**src/rtl/noc_arb_pkg.sv**
```systemverilog
// rtl/noc_arb_pkg.sv - shared types and header helpers for the NoC injection arbiter
package noc_arb_pkg;

  typedef enum logic {IDLE, PKT} arb_state_t;

  localparam int NOC_LEN_W = 8;

  // Payload length field of a header flit (body flits that follow it)
  function automatic logic [NOC_LEN_W-1:0] hdr_len(input logic [511:0] flit, input int lsb);
    return flit[lsb +: NOC_LEN_W];
  endfunction

endpackage

```
**src/rtl/noc_inject_arbiter_if.sv**
```systemverilog
// rtl/noc_inject_arbiter_if.sv - source-side and link-side handshake bundle
interface noc_inject_arbiter_if #(
  parameter int NREQ   = 3,
  parameter int DATA_W = 64
);
  logic [NREQ-1:0]        req_valid;
  logic [NREQ*DATA_W-1:0] req_data;
  logic [NREQ-1:0]        req_ready;
  logic                   out_valid;
  logic [DATA_W-1:0]      out_data;
  logic                   out_yummy;

  modport master (
    output req_valid, req_data, out_yummy,
    input  req_ready, out_valid, out_data
  );

  modport slave (
    input  req_valid, req_data, out_yummy,
    output req_ready, out_valid, out_data
  );
endinterface

```
**src/rtl/noc_inject_arbiter_rr_pick.sv**
```systemverilog
// rtl/noc_inject_arbiter_rr_pick.sv - combinational round-robin picker starting at rr_ptr
module rr_pick #(
  parameter int NREQ  = 3,
  parameter int IDX_W = $clog2(NREQ)
) (
  input  logic [NREQ-1:0]  req,
  input  logic [IDX_W-1:0] rr_ptr,
  output logic [NREQ-1:0]  pick,
  output logic [IDX_W-1:0] pick_idx,
  output logic             any
);
  int j;

  always_comb begin
    pick     = '0;
    pick_idx = '0;
    any      = 1'b0;
    j        = 0;
    for (int k = 0; k < NREQ; k++) begin
      j = (int'(rr_ptr) + k) % NREQ;
      if (!any && req[j]) begin
        any      = 1'b1;
        pick_idx = IDX_W'(j);
        pick[j]  = 1'b1;
      end
    end
  end
endmodule

```
**src/rtl/noc_inject_arbiter.sv**
```systemverilog
// rtl/noc_inject_arbiter.sv - packet-granular round-robin injection onto a credit-based NoC link
// Optional per-source completed-packet counters on pkt_count when NOC_ARB_STATS_EN is defined.
module noc_inject_arbiter
  import noc_arb_pkg::*;
#(
  parameter int NREQ    = 3,
  parameter int DATA_W  = 64,
  parameter int CREDITS = 4,
  parameter int LEN_LSB = 22,
  parameter int IDX_W   = $clog2(NREQ),
  parameter int CW      = $clog2(CREDITS + 1)
) (
  input  logic              clock,
  input  logic              reset_n,
  noc_inject_arbiter_if.slave bus,
  output logic [IDX_W-1:0]  grant_idx,
  output logic [CW-1:0]     credit_cnt
`ifdef NOC_ARB_STATS_EN
  ,
  output logic [NREQ*16-1:0] pkt_count
`endif
);
  arb_state_t           state, state_nxt;
  logic [IDX_W-1:0]     rr_ptr, rr_nxt, grant_nxt;
  logic [NOC_LEN_W-1:0] remaining, rem_nxt, len;
  logic [NREQ-1:0]      pick_onehot, ready;
  logic [IDX_W-1:0]     pick_idx, sel_idx;
  logic                 pick_any, xfer, last;
  logic [DATA_W-1:0]    sel_data;

  function automatic logic [IDX_W-1:0] idx_inc(input logic [IDX_W-1:0] i);
    return (int'(i) == NREQ - 1) ? '0 : i + 1'b1;
  endfunction

  rr_pick #(.NREQ(NREQ), .IDX_W(IDX_W)) u_pick (
    .req      (bus.req_valid),
    .rr_ptr   (rr_ptr),
    .pick     (pick_onehot),
    .pick_idx (pick_idx),
    .any      (pick_any)
  );

  assign sel_idx  = (state == PKT) ? grant_idx : pick_idx;
  assign sel_data = bus.req_data[int'(sel_idx)*DATA_W +: DATA_W];
  assign len      = hdr_len(512'(sel_data), LEN_LSB);
  assign xfer     = |(bus.req_valid & ready);
  assign last     = (state == IDLE) ? (len == '0) : (remaining == NOC_LEN_W'(1));

  // Ready is gated by reset so the link looks quiet while sources are still held in reset
  always_comb begin
    ready = '0;
    if (reset_n && credit_cnt != '0) begin
      if (state == PKT)  ready[grant_idx] = 1'b1;
      else if (pick_any) ready = pick_onehot;
    end
  end
  assign bus.req_ready = ready;

  always_comb begin
    state_nxt = state;
    rr_nxt    = rr_ptr;
    grant_nxt = grant_idx;
    rem_nxt   = remaining;
    if (xfer) begin
      case (state)
        IDLE: begin
          grant_nxt = pick_idx;
          if (len == '0) begin
            rr_nxt = idx_inc(pick_idx);
          end else begin
            state_nxt = PKT;
            rem_nxt   = len;
          end
        end
        PKT: begin
          rem_nxt = remaining - 1'b1;
          if (remaining == NOC_LEN_W'(1)) begin
            state_nxt = IDLE;
            rr_nxt    = idx_inc(grant_idx);
          end
        end
        default: state_nxt = IDLE;
      endcase
    end
  end

  always_ff @(posedge clock or negedge reset_n) begin
    if (!reset_n) begin
      state     <= IDLE;
      rr_ptr    <= '0;
      grant_idx <= '0;
      remaining <= '0;
    end else begin
      state     <= state_nxt;
      rr_ptr    <= rr_nxt;
      grant_idx <= grant_nxt;
      remaining <= rem_nxt;
    end
  end

  // A transfer and a yummy in the same cycle cancel out
  always_ff @(posedge clock or negedge reset_n) begin
    if (!reset_n) begin
      credit_cnt <= CW'(CREDITS);
    end else begin
      case ({xfer, bus.out_yummy})
        2'b10:   credit_cnt <= credit_cnt - 1'b1;
        2'b01:   if (credit_cnt != CW'(CREDITS)) credit_cnt <= credit_cnt + 1'b1;
        default: credit_cnt <= credit_cnt;
      endcase
    end
  end

  always_ff @(posedge clock or negedge reset_n) begin
    if (!reset_n) begin
      bus.out_valid <= 1'b0;
      bus.out_data  <= '0;
    end else begin
      bus.out_valid <= xfer;
      if (xfer) bus.out_data <= sel_data;
    end
  end

  yummy_overflow: assert property (@(posedge clock) disable iff (!reset_n)
    !(bus.out_yummy && credit_cnt == CW'(CREDITS)));

`ifdef NOC_ARB_STATS_EN
  always_ff @(posedge clock or negedge reset_n) begin
    if (!reset_n) begin
      pkt_count <= '0;
    end else if (xfer && last) begin
      pkt_count[int'(sel_idx)*16 +: 16] <= pkt_count[int'(sel_idx)*16 +: 16] + 16'd1;
    end
  end
`endif
endmodule

```
**src/flat_wrapper.sv**
```systemverilog
// flat-port wrapper written by rule: the top's interface ports become plain ports
module noc_inject_arbiter_flat import noc_arb_pkg::*;
#(
  parameter int NREQ    = 3,
  parameter int DATA_W  = 64,
  parameter int CREDITS = 4,
  parameter int LEN_LSB = 22,
  parameter int IDX_W   = $clog2(NREQ),
  parameter int CW      = $clog2(CREDITS + 1)
)
  (clock, reset_n, grant_idx, credit_cnt, bus_req_valid, bus_req_data, bus_out_yummy, bus_req_ready, bus_out_valid, bus_out_data);
  noc_inject_arbiter_if #(.NREQ(NREQ), .DATA_W(DATA_W)) bus_i ();
  input  logic clock;
  input  logic reset_n;
  output logic [IDX_W-1:0] grant_idx;
  output logic [CW-1:0] credit_cnt;
  input wire logic [$bits(bus_i.req_valid)-1:0] bus_req_valid;
  input wire logic [$bits(bus_i.req_data)-1:0] bus_req_data;
  input wire logic [$bits(bus_i.out_yummy)-1:0] bus_out_yummy;
  output wire logic [$bits(bus_i.req_ready)-1:0] bus_req_ready;
  output wire logic [$bits(bus_i.out_valid)-1:0] bus_out_valid;
  output wire logic [$bits(bus_i.out_data)-1:0] bus_out_data;
  assign bus_i.req_valid = bus_req_valid;
  assign bus_i.req_data = bus_req_data;
  assign bus_i.out_yummy = bus_out_yummy;
  assign bus_req_ready = bus_i.req_ready;
  assign bus_out_valid = bus_i.out_valid;
  assign bus_out_data = bus_i.out_data;
  noc_inject_arbiter #(.NREQ(NREQ), .DATA_W(DATA_W), .CREDITS(CREDITS), .LEN_LSB(LEN_LSB), .IDX_W(IDX_W), .CW(CW)) u_core (.clock(clock), .reset_n(reset_n), .bus(bus_i), .grant_idx(grant_idx), .credit_cnt(credit_cnt));
endmodule
```
**config.mk**
```make
export PLATFORM = sky130hd
export DESIGN_NAME = noc_inject_arbiter_flat
export DESIGN_NICKNAME = d
export VERILOG_FILES = /design/src/rtl/noc_arb_pkg.sv /design/src/rtl/noc_inject_arbiter_if.sv /design/src/rtl/noc_inject_arbiter_rr_pick.sv /design/src/rtl/noc_inject_arbiter.sv /design/src/flat_wrapper.sv
export SDC_FILE = /design/constraint.sdc
export NUM_CORES = 1
export LEC_CHECK = 0
export CAP_MARGIN = 20
export CORE_AREA = 2 2 105 107
export DETAILED_ROUTE_END_ITERATION = 10
export DIE_AREA = 0 0 107 109
export DONT_BUFFER_PORTS = 1
export PLACE_DENSITY = 0.68
export SYNTH_ARGS = -nofsm -noshare
export SYNTH_HDL_FRONTEND = slang
export SYNTH_SLANG_ARGS = --single-unit
```
**constraint.sdc**
```tcl
create_clock -name clock -period 3.45 [get_ports clock]
set_input_delay 0.69 -clock clock [delete_from_list [all_inputs] [get_ports clock]]
set_output_delay 0.69 -clock clock [all_outputs]
set_load 0.02 [all_outputs]
```
==> results.tsv, run 1 <==
metric	value	unit
status	completed	
worst-setup-path-type	flip-flop to flip-flop	
ir_worst_vdd	0.192	mV
ys.flop_type	dfrtp_1	
fmax	295	MHz
ioPinCount	271	
rows	38	
cts_tree	built	
syn_nets	799	
post_drt_wl_per_cell	19.6	um
initial_core_util	50.1	%
grt_start_max_net_pins	103	
finalInstanceArea	5730	um2
reg2reg_from	u_core.rr_ptr[1]$_DFFE_PN0P_	
async_flop_share	100	%
grt_usage	22.8	%
detail_route.first_pass.iterations	4	
post_cts_buffers	0	
port_buffers	0	
final-setup-viol-count	0	
netlist_area	5320	um2
hpwl	10200	um
tightest_slew	882	ps
cts-root-buf	clkbuf_8	
cts_num_sinks	81	
grt_overflow_total	0	
ys_seq_area_share	38.2	%
finalCritPeriodShare	98.4	%
nFillCells	994	
cts_buffers	9	
final_cells	726	
fp.coreArea	10600	um2
setup_slack	56.4	ps
die_y	109	um
syn_inst	594	
hold_path_class	primary input to asynchronous set/reset pin	
synth_top_cell_area_share	37.7	%
yosys_warnings	0	
p_leak	2.76	nW
critPathLaunchType	flip-flop	
crit_end	u_core.credit_cnt[1]$_DFFE_PN0P_	
hold_viol	0	
p_total	1.91	mW
drcViolationCount	0	
place_area	5400	um2
syn_to_final_growth	7.84	%
yosysTopAreaCell	dfrtp_1	
drtIter0Drc	228	
place_congestion	0.863	
drive_above_1_share	17.6	%
r2r_slack	60	ps
worstSkewPairLatency	350	ps
synth_edf_count	0	
critical_path_arrival	3620	ps
required	3680	ps
multi_input_area	3090	um2
antenna_found_initial	0	
avgSynthCellArea	8.95	um2
slew_headroom	41.0	%
synth_cell_type_count	63	
die-area	11700	um2
htreeDepth	3	
final_antenna_net_count	0	
r2r-end	u_core.credit_cnt[1]$_DFFE_PN0P_	
dieWidth	107	um
finClkSkew	16.7	ps
fin_crit	3390	ps
max_cap_viol_count	0	
num_vias	4325	
vias_per_cell	5.96	
cp_max_fo	5	
clk_pin_slew_worst_paths	90	ps
startpoint	u_core.rr_ptr[1]$_DFFE_PN0P_	
yosys_register_bits	81	
seq_area	2030	um2
drt-total-wl	14300	um
n_antenna_cell	0	
finalMaxSlewViolations	0	
cts.path.max_buffers	2	
p_per_area	334	nW/um2
synth_area_leaders	dfrtp_1, mux2i_1, nor2_1	
final_nets	786	
pre_cts_ws	62.5	ps
grt_pass1_vias	4055	
grt_pass1_wl	20700	um
cp-end-kind	flip-flop	
rr_worst_depth	13	
dp.cells	707	
[worst min-delay path by stage]
stage	start	endpoint	slack (ps)
floorplan	reset_n	u_core.bus.out_data[0]$_DFFE_PN0P_	390
global placement	reset_n	u_core.bus.out_data[5]$_DFFE_PN0P_	400
detailed placement	reset_n	u_core.bus.out_data[3]$_DFFE_PN0P_	400
CTS	reset_n	u_core.credit_cnt[0]$_DFFE_PN0P_	4
global route	reset_n	u_core.bus.out_data[48]$_DFFE_PN0P_	5
finish	reset_n	u_core.bus.out_data[60]$_DFFE_PN0P_	30
[synth_stat cells (all sizes together) (2+ instances only)]
master  number
a21boi       3
inv         14
or3          2
and3         6
mux2i       70
nand2b       3
mux2        10
clkbuf      10
o311a        3
o22ai        2
o221ai       2
a21o         4
nor3b        6
dfrtp       80
nor2b        4
nand2       15
a21oi      128
and2         4
a22oi        3
buf         31
nor2       129
nand3        5
a31oi        3
nor3         8
o21ai       14
ha           6
a221o        2
o31ai        5
a211oi       5
[routing by layer]
| metal | GRT usage, % | part of all wire, % | wire [um] |
|---|---|---|---|
| met5 | 0 | 0 | 0 |
| met2 | 37.5 | 50 | 7130 |
| met3 | 6.93 | 8.9 | 1260 |
| met4 | 6.49 | 1.1 | 161 |
| met1 | 29.1 | 40 | 5710 |
[state kept, by name (all words and copies together) (netlist names)]
register and count:
u_core.remaining 8, u_core.rr_ptr 2, u_core.bus.out_data 64, u_core.credit_cnt 3, u_core.state 1, u_core.bus.out_valid 1
u_core.grant_idx 2
[cell usage in the layout (no fill, tap or decap), types with 3 or more instances in the layout]
master,instances
nor3b_1,5
a21oi_1,93
dfrtp_1,78
a21oi_2,35
a21o_1,4
nor2b_1,4
o21ai_0,10
nor3_1,8
o21ai_1,3
ha_4,4
nand2_1,14
o311a_1,3
and3_1,5
mux2_2,7
inv_1,12
buf_4,11
mux2i_1,68
nor2_1,127
nand2b_1,3
mux2_1,3
clkbuf_8,10
and2_1,4
nand3_1,5
a211oi_2,4
[kinds of logic after synthesis]
kind of cell,count (synthesis),synth area share (%)
and+or+nand+nor,188,15.7
muxes,80,15.3
adders and majority gates,7,1.79
xor gates and xnor gates,1,0.165
AOI/OAI and AO/OA,182,23.0
DFF,81,38.2
buffers and inverters,55,5.98
[per-stage QoR]
step,hold slack [ps],util (%),setup TNS [ps]
after floorplan,394,-,0
after global placement,396,50.9,0
after detailed placement,395,50.9,0
after CTS,3.96,52.9,0
after global routing,5.06,54.1,-43.9
final,31.6,54.1,0
[power by group]
group	switching (mW)	internal [mW]	leakage [nW]	total, mW
Sequential	0.0601	0.971	1.10	1.03
Clock	0.361	0.361	0.105	0.722
Combinational	0.0773	0.0821	1.56	0.159
Total	0.498	1.41	2.76	1.91
[cell type report]
class | count | area share, %
multi-input combinational | 458 | 53.8
sequential | 81 | 35.4
timing repair buffer | 17 | 3.16
inverter | 14 | 0.960
clock buffer | 11 | 2.47
clock inverter | 5 | 1.11
tap | 140 | 3.06
[worst max-delay path, stage by stage (launching register included)]
cell,delay [ps]
dfrtp_2,470
inv_1,180
ha_4,200
mux2i_4,270
o21a_2,210
a31oi_2,120
a31oi_1,220
a211oi_2,80
a221o_4,450
or2_2,290
fa_1,450
nand2b_1,150
a21oi_1,130
a21oi_1,50
[repair_timing]
item / CTS / global route
hold endpoints to repair: 0 / 19
setup endpoints to repair: 0 / 34
hold buffers: 0 / 3
resized for setup: 0 / 18
Note: power is estimated with default switching activity, not from simulation.
==> inputs of run 2 (changes only) <==
--- a/config.mk
+++ b/config.mk
@@ -5,11 +5,13 @@
 export SDC_FILE = /design/constraint.sdc
 export NUM_CORES = 1
 export LEC_CHECK = 0
+export ABC_CLOCK_PERIOD_IN_PS = 3450
 export CAP_MARGIN = 20
 export CORE_AREA = 2 2 105 107
 export DETAILED_ROUTE_END_ITERATION = 10
 export DIE_AREA = 0 0 107 109
 export DONT_BUFFER_PORTS = 1
+export HOLD_SLACK_MARGIN = 0.12
 export PLACE_DENSITY = 0.68
 export SYNTH_ARGS = -nofsm -noshare
 export SYNTH_HDL_FRONTEND = slang
==> results.tsv, run 2 (synthesis results as in run 1) <==
metric	value	unit	change
status	completed		unchanged
fin_tns_setup	0	ps	unchanged
p_leak	2.76	nW	about the same
grt_usage	22.9	%	was 22.8%
vias_per_cell	5.98		was 5.96
num_vias	4331		was 4,325
finClkSkew	16.5	ps	was 16.7 ps
fmax	295	MHz	about the same
clk_pin_slew_worst_paths	90	ps	about the same
drive_above_1_share	17.6	%	about the same
post_drt_wl_per_cell	19.3	um	was 19.6 um
drt-total-wl	14000	um	was 14,300 um
required	3670	ps	was 3680 ps
grt_start_max_net_pins	103		unchanged
grt_pass1_vias	4072		was 4,055
final_nets	784		was 786
grt_overflow_total	0		unchanged
hold_path_class	primary input to asynchronous set/reset pin		unchanged
hpwl	10200	um	unchanged
hold_viol	0		unchanged
ir_worst_vdd	0.191	mV	was 0.192 mV
finalMaxSlewViolations	0		unchanged
grt_pass1_wl	20800	um	was 20,700 um
cts_buffers	9		unchanged
nFillCells	999		was 994
drcViolationCount	0		unchanged
n_antenna_cell	0		unchanged
syn_to_final_growth	7.60	%	was 7.84%
die_y	109	um	unchanged
detail_route.first_pass.iterations	5		was 4
final_common_cell	nor2_1		unchanged
clockPowerShare	37.7	%	about the same
fp.coreArea	10600	um2	unchanged
rows	38		unchanged
top_register	u_core.bus.out_data		unchanged
worstSkewPairLatency	350	ps	about the same
p_sw_share	26.2	%	was 26.0%
pwr-share-seq	53.9	%	about the same
htreeDepth	3		unchanged
comb_power_share	8.4	%	was 8.3%
p_int	1.41	mW	about the same
reg_top3	u_core.bus.out_data: 64 flops, u_core.remaining: 8 flops, u_core.credit_cnt: 3 flops		unchanged
critical_path_arrival	3610	ps	was 3620 ps
multi_input_area	3090	um2	unchanged
finalCritPeriodShare	98.2	%	was 98.4%
tightest_slew	660	ps	was 882 ps
antenna_found_initial	0		unchanged
fin_crit	3390	ps	about the same
cts_num_sinks	81		unchanged
finalInstanceArea	5720	um2	was 5730 um2
seq_area	2030	um2	unchanged
drtIter0Drc	233		was 228
place_congestion	0.863		unchanged
layout_common_cells	nor2_1, a21oi_1, dfrtp_1, mux2i_1, a21oi_2		unchanged
initial_core_util	50.1	%	unchanged
final-setup-viol-count	0		unchanged
critPathLaunchType	flip-flop		unchanged
ioPinCount	271		unchanged
cts-root-buf	clkbuf_8		unchanged
port_buffers	0		unchanged
cp-end-kind	flip-flop		unchanged
cts.path.max_buffers	2		unchanged
final_antenna_net_count	0		unchanged
worst-setup-path-type	flip-flop to flip-flop		unchanged
max_cap_viol_count	0		unchanged
p_per_area	335	nW/um2	was 334 nW/um2
power.net_switching	0.502	mW	was 0.498 mW
place_area	5400	um2	unchanged
post_cts_buffers	0		unchanged
die-area	11700	um2	unchanged
dieWidth	107	um	unchanged
cp_max_fo	5		unchanged
largest_reg_flops	64		unchanged
slew_headroom	55.6	%	was 41.0%
cts_tree	built		unchanged
==> run 2: cell type report <==
type	count	area share, %
clock inverter	5	1.12
timing repair buffer	15	2.95
tap	140	3.06
sequential	81	35.5
inverter	14	0.962
multi-input combinational	458	53.9
clock buffer	11	2.47
==> run 2: worst max-delay path: stages (launching register included) <==
cell and delay [ps]:
dfrtp_2 460, inv_1 180, ha_4 200, mux2i_4 270
o21a_2 210, a31oi_2 120, a31oi_1 220, a211oi_2 80
a221o_4 450, or2_2 290, fa_1 450, nand2b_1 150
a21oi_1 130, a21oi_1 50
==> run 2: power by group through the flow <==
stage                     registers, mW  clock network (mW)  logic (mW)
after global routing               1.04               0.785       0.183
after detailed placement           1.05                   0       0.137
after CTS                          1.03               0.739       0.160
after global placement             1.05                   0       0.130
final                              1.03               0.723       0.162
after floorplan                    1.04                   0       0.118
==> run 2: routing by layer <==
metal,global-route usage [%],part of all wire [%]
met2,37.9,50
met1,29.2,40
met5,0,0
met4,6.49,1.1
met3,6.93,8.4
==> run 2: final timing paths <==
check	startpoint	to	slack, ps	cells after the start
min in group clock	bus_req_data[168]	u_core.bus.out_data[40]$_DFFE_PN0P_	540	2
worst max register to register	u_core.rr_ptr[1]$_DFFE_PN0P_	u_core.credit_cnt[1]$_DFFE_PN0P_	60	13
worst min register to register	u_core.remaining[1]$_DFFE_PN0P_	u_core.remaining[1]$_DFFE_PN0P_	550	1
worst max-delay path	u_core.rr_ptr[1]$_DFFE_PN0P_	u_core.credit_cnt[1]$_DFFE_PN0P_	60	13
max in group asynchronous	reset_n	u_core.bus.out_data[56]$_DFFE_PN0P_	2890	1
worst min-delay path	reset_n	u_core.credit_cnt[2]$_DFFE_PN1P_	170	0
==> run 2: timing repair <==
item | 4_1_cts | 5_1_grt
hold endpoints to repair | 80 | 0
gates resized for setup | 0 | 18
hold buffers | 1 | 0
endpoints found under the setup margin | 0 | 34
==> run 2: stage by stage <==
stage | hold slack (ps) | std cells | utilization [%] | total power [mW] | setup slack [ps]
final | 169 | 724 | 54.0 | 1.92 | 60.9
after global routing | 135 | 724 | 54.0 | 2.00 | -27.8
after CTS | 149 | 724 | 53.1 | 1.93 | 34.1
after detailed placement | 395 | 707 | 50.9 | 1.19 | 62.5
after global placement | 396 | 707 | 50.9 | 1.18 | 161
after floorplan | 394 | 594 | - | 1.16 | 6.16
==> inputs of run 3 (changes only) <==
--- a/config.mk
+++ b/config.mk
@@ -5,13 +5,13 @@
 export SDC_FILE = /design/constraint.sdc
 export NUM_CORES = 1
 export LEC_CHECK = 0
-export ABC_CLOCK_PERIOD_IN_PS = 3450
+export ABC_CLOCK_PERIOD_IN_PS = 3100
 export CAP_MARGIN = 20
 export CORE_AREA = 2 2 105 107
 export DETAILED_ROUTE_END_ITERATION = 10
 export DIE_AREA = 0 0 107 109
 export DONT_BUFFER_PORTS = 1
-export HOLD_SLACK_MARGIN = 0.12
+export HOLD_SLACK_MARGIN = 0.06
 export PLACE_DENSITY = 0.68
 export SYNTH_ARGS = -nofsm -noshare
 export SYNTH_HDL_FRONTEND = slang
==> constraint.sdc (replaced) <==
create_clock -name clock -period 3.1 [get_ports clock]
set_input_delay 0.62 -clock clock [delete_from_list [all_inputs] [get_ports clock]]
set_output_delay 0.62 -clock clock [all_outputs]
set_load 0.02 [all_outputs]
==> results.tsv, run 3 (synthesis results as in run 1) <==
metric	value	unit	change
status	finished, violations left		was completed
violations	setup timing		
drt-total-wl	14900	um	was 14,000 um
n_antenna_cell	0		unchanged
worst-setup-path-type	flip-flop to flip-flop		unchanged
fin_crit	3230	ps	was 3390 ps
hold_path_class	primary input to asynchronous set/reset pin		unchanged
cts_buffers	9		unchanged
drcViolationCount	0		unchanged
fin_tns_setup	-649	ps	was 0 ps
critPathLaunchType	flip-flop		unchanged
dp.cells	729		was 707
clk_pin_slew_worst_paths	80	ps	was 90 ps
cts-root-buf	clkbuf_8		unchanged
final_common_cell	nor2_1		unchanged
drive_above_1_share	24.1	%	was 17.6%
final-setup-viol-count	11		was 0
grt_start_max_net_pins	83		was 103
die_y	109	um	unchanged
cp.depth	14		was 13
top_register	u_core.bus.out_data		unchanged
cp_max_fo	4		was 5
final_nets	815		was 784
finClkSkew	11.9	ps	was 16.5 ps
max_cap_viol_count	0		unchanged
cts_tree	built		unchanged
worstSkewPairLatency	350	ps	about the same
path_cells	buf_6, ha_4, mux2i_4, o21a_4, buf_4, mux2i_1, a2bb2oi_2, nor3b_2, a221o_4, or2_4, fa_2, nand2b_4, a21oi_4, a21oi_2		was inv_1, ha_4, mux2i_4, o21a_2, a31oi_2, a31oi_1, a211oi_2, a221o_4, or2_2, fa_1, nand2b_1, a21oi_1, a21oi_1
grt_pass1_wl	21700	um	was 20,800 um
p_leak	2.97	nW	was 2.76 nW
reg_top3	u_core.bus.out_data: 64 flops, u_core.remaining: 8 flops, u_core.credit_cnt: 3 flops		unchanged
critical_path_arrival	3510	ps	was 3610 ps
pre_cts_ws	-125	ps	was 62.5 ps
setup_slack	-132	ps	was 60.9 ps
r2r_slack	-130	ps	was 60 ps
grt_usage	23.8	%	was 22.9%
required	3380	ps	was 3670 ps
rsz0062_at_grt	yes		
ir_worst_vdd	0.221	mV	was 0.191 mV
ioPinCount	271		unchanged
rows	38		unchanged
finalCritPeriodShare	104	%	was 98.2%
die-area	11700	um2	unchanged
fp.coreArea	10600	um2	unchanged
p_per_area	379	nW/um2	was 335 nW/um2
port_buffers	0		unchanged
critPathMaxStageDelay	580	ps	was 460 ps
cp-end-kind	flip-flop		unchanged
place_congestion	0.929		was 0.863
antenna_found_initial	0		unchanged
layout_common_cells	nor2_1, a21oi_1, dfrtp_1, mux2i_1, a21oi_2		unchanged
hold_viol	0		unchanged
crit_family	compound AO/OA/AOI/OAI gates		unchanged
slew_headroom	48.2	%	was 55.6%
utilization	58.1	%	was 54.0%
final_cells	754		was 724
cts.path.max_buffers	2		unchanged
rr_worst_depth	14		was 13
num_vias	4508		was 4,331
htreeDepth	3		unchanged
initial_core_util	50.1	%	unchanged
grt_pass1_vias	4268		was 4,072
vias_per_cell	5.98		about the same
dieWidth	107	um	unchanged
cts_num_sinks	81		unchanged
path_buf_inv	2		was 1
place_area	5580	um2	was 5400 um2
syn_to_final_growth	15.9	%	was 7.60%
finalMaxSlewViolations	0		unchanged
post_drt_wl_per_cell	19.7	um	was 19.3 um
hpwl	10800	um	was 10,200 um
tightest_slew	771	ps	was 660 ps
grt_overflow_total	0		unchanged
final_antenna_net_count	0		unchanged
largest_reg_flops	64		unchanged
critPathSlowestCell	fa_2		was dfrtp_2
drtIter0Drc	250		was 233
fmax	309	MHz	was 295 MHz
finalInstanceArea	6160	um2	was 5720 um2
detail_route.first_pass.iterations	4		was 5
==> run 3: cell types whose count changed in the layout (fill, tap and decap cells not counted), moves of 2 or more <==
cell / change
buf_6: +8
a21oi_2: +2
mux2_4: +5
bufinv_16: +2
a21oi_1: -3
mux2_2: -4
buf_4: +21
==> run 3: through the flow <==
step	power (mW)	hold slack, ps
after CTS	2.33	87.3
after floorplan	1.29	324
final	2.33	114
after global placement	1.33	326
after detailed placement	1.34	326
after global routing	2.44	85.9
==> run 3: power breakdown <==
group / switching (mW) / internal [mW]
Combinational: 0.132 / 0.134
Sequential: 0.0487 / 1.08
Clock: 0.384 / 0.553
==> run 3: worst paths after layout <==
check | from | end
setup / recovery | u_core.rr_ptr[0]$_DFFE_PN0P_ | u_core.credit_cnt[1]$_DFFE_PN0P_
hold / removal | reset_n | u_core.credit_cnt[2]$_DFFE_PN1P_
setup reg to reg | u_core.rr_ptr[0]$_DFFE_PN0P_ | u_core.credit_cnt[1]$_DFFE_PN0P_
hold reg to reg | u_core.remaining[1]$_DFFE_PN0P_ | u_core.remaining[1]$_DFFE_PN0P_
max in group asynchronous | reset_n | u_core.rr_ptr[1]$_DFFE_PN0P_
min in group clock | bus_req_data[144] | u_core.bus.out_data[16]$_DFFE_PN0P_
==> run 3: layer usage <==
| layer | up-vias | part of all wire [%] | track usage, % |
|---|---|---|---|
| met4 | 0 | 2.3 | 9.46 |
| met3 | 23 | 8.5 | 7.41 |
| li1 | 2133 | - | - |
| met2 | 204 | 49 | 39.0 |
| met5 | - | 0 | 0 |
| met1 | 2148 | 40 | 29.6 |
==> run 3: final cells by class <==
cell class / count / area (um2)
multi-input cells: 458 / 3200
clock buffers: 10 / 138
well taps: 140 / 175
flip-flops and latches: 81 / 2030
fillers: 932 / 4440
inverters: 14 / 57.6
repair buffers: 46 / 462
clock inverters: 5 / 104
==> run 3: worst reg2reg max path, delay by kind of cell (launching register included) <==
family | cells | cell delay (ps)
AOI/OAI and AO/OA | 5 | 910
adders and majority gates | 2 | 750
DFF | 1 | 460
and+or+nand+nor | 3 | 440
muxes | 2 | 320
buffers and inverters | 2 | 280
==> run 3: timing repair <==
item                                   in CTS  in global routing
pin swaps                                  10                 19
gates resized for setup                    24                 26
gates cloned                                0                  2
setup buffers                               3                  4
endpoints found under the hold margin      80                  0
setup endpoints to repair                   5                 18
hold buffers                                1                  0
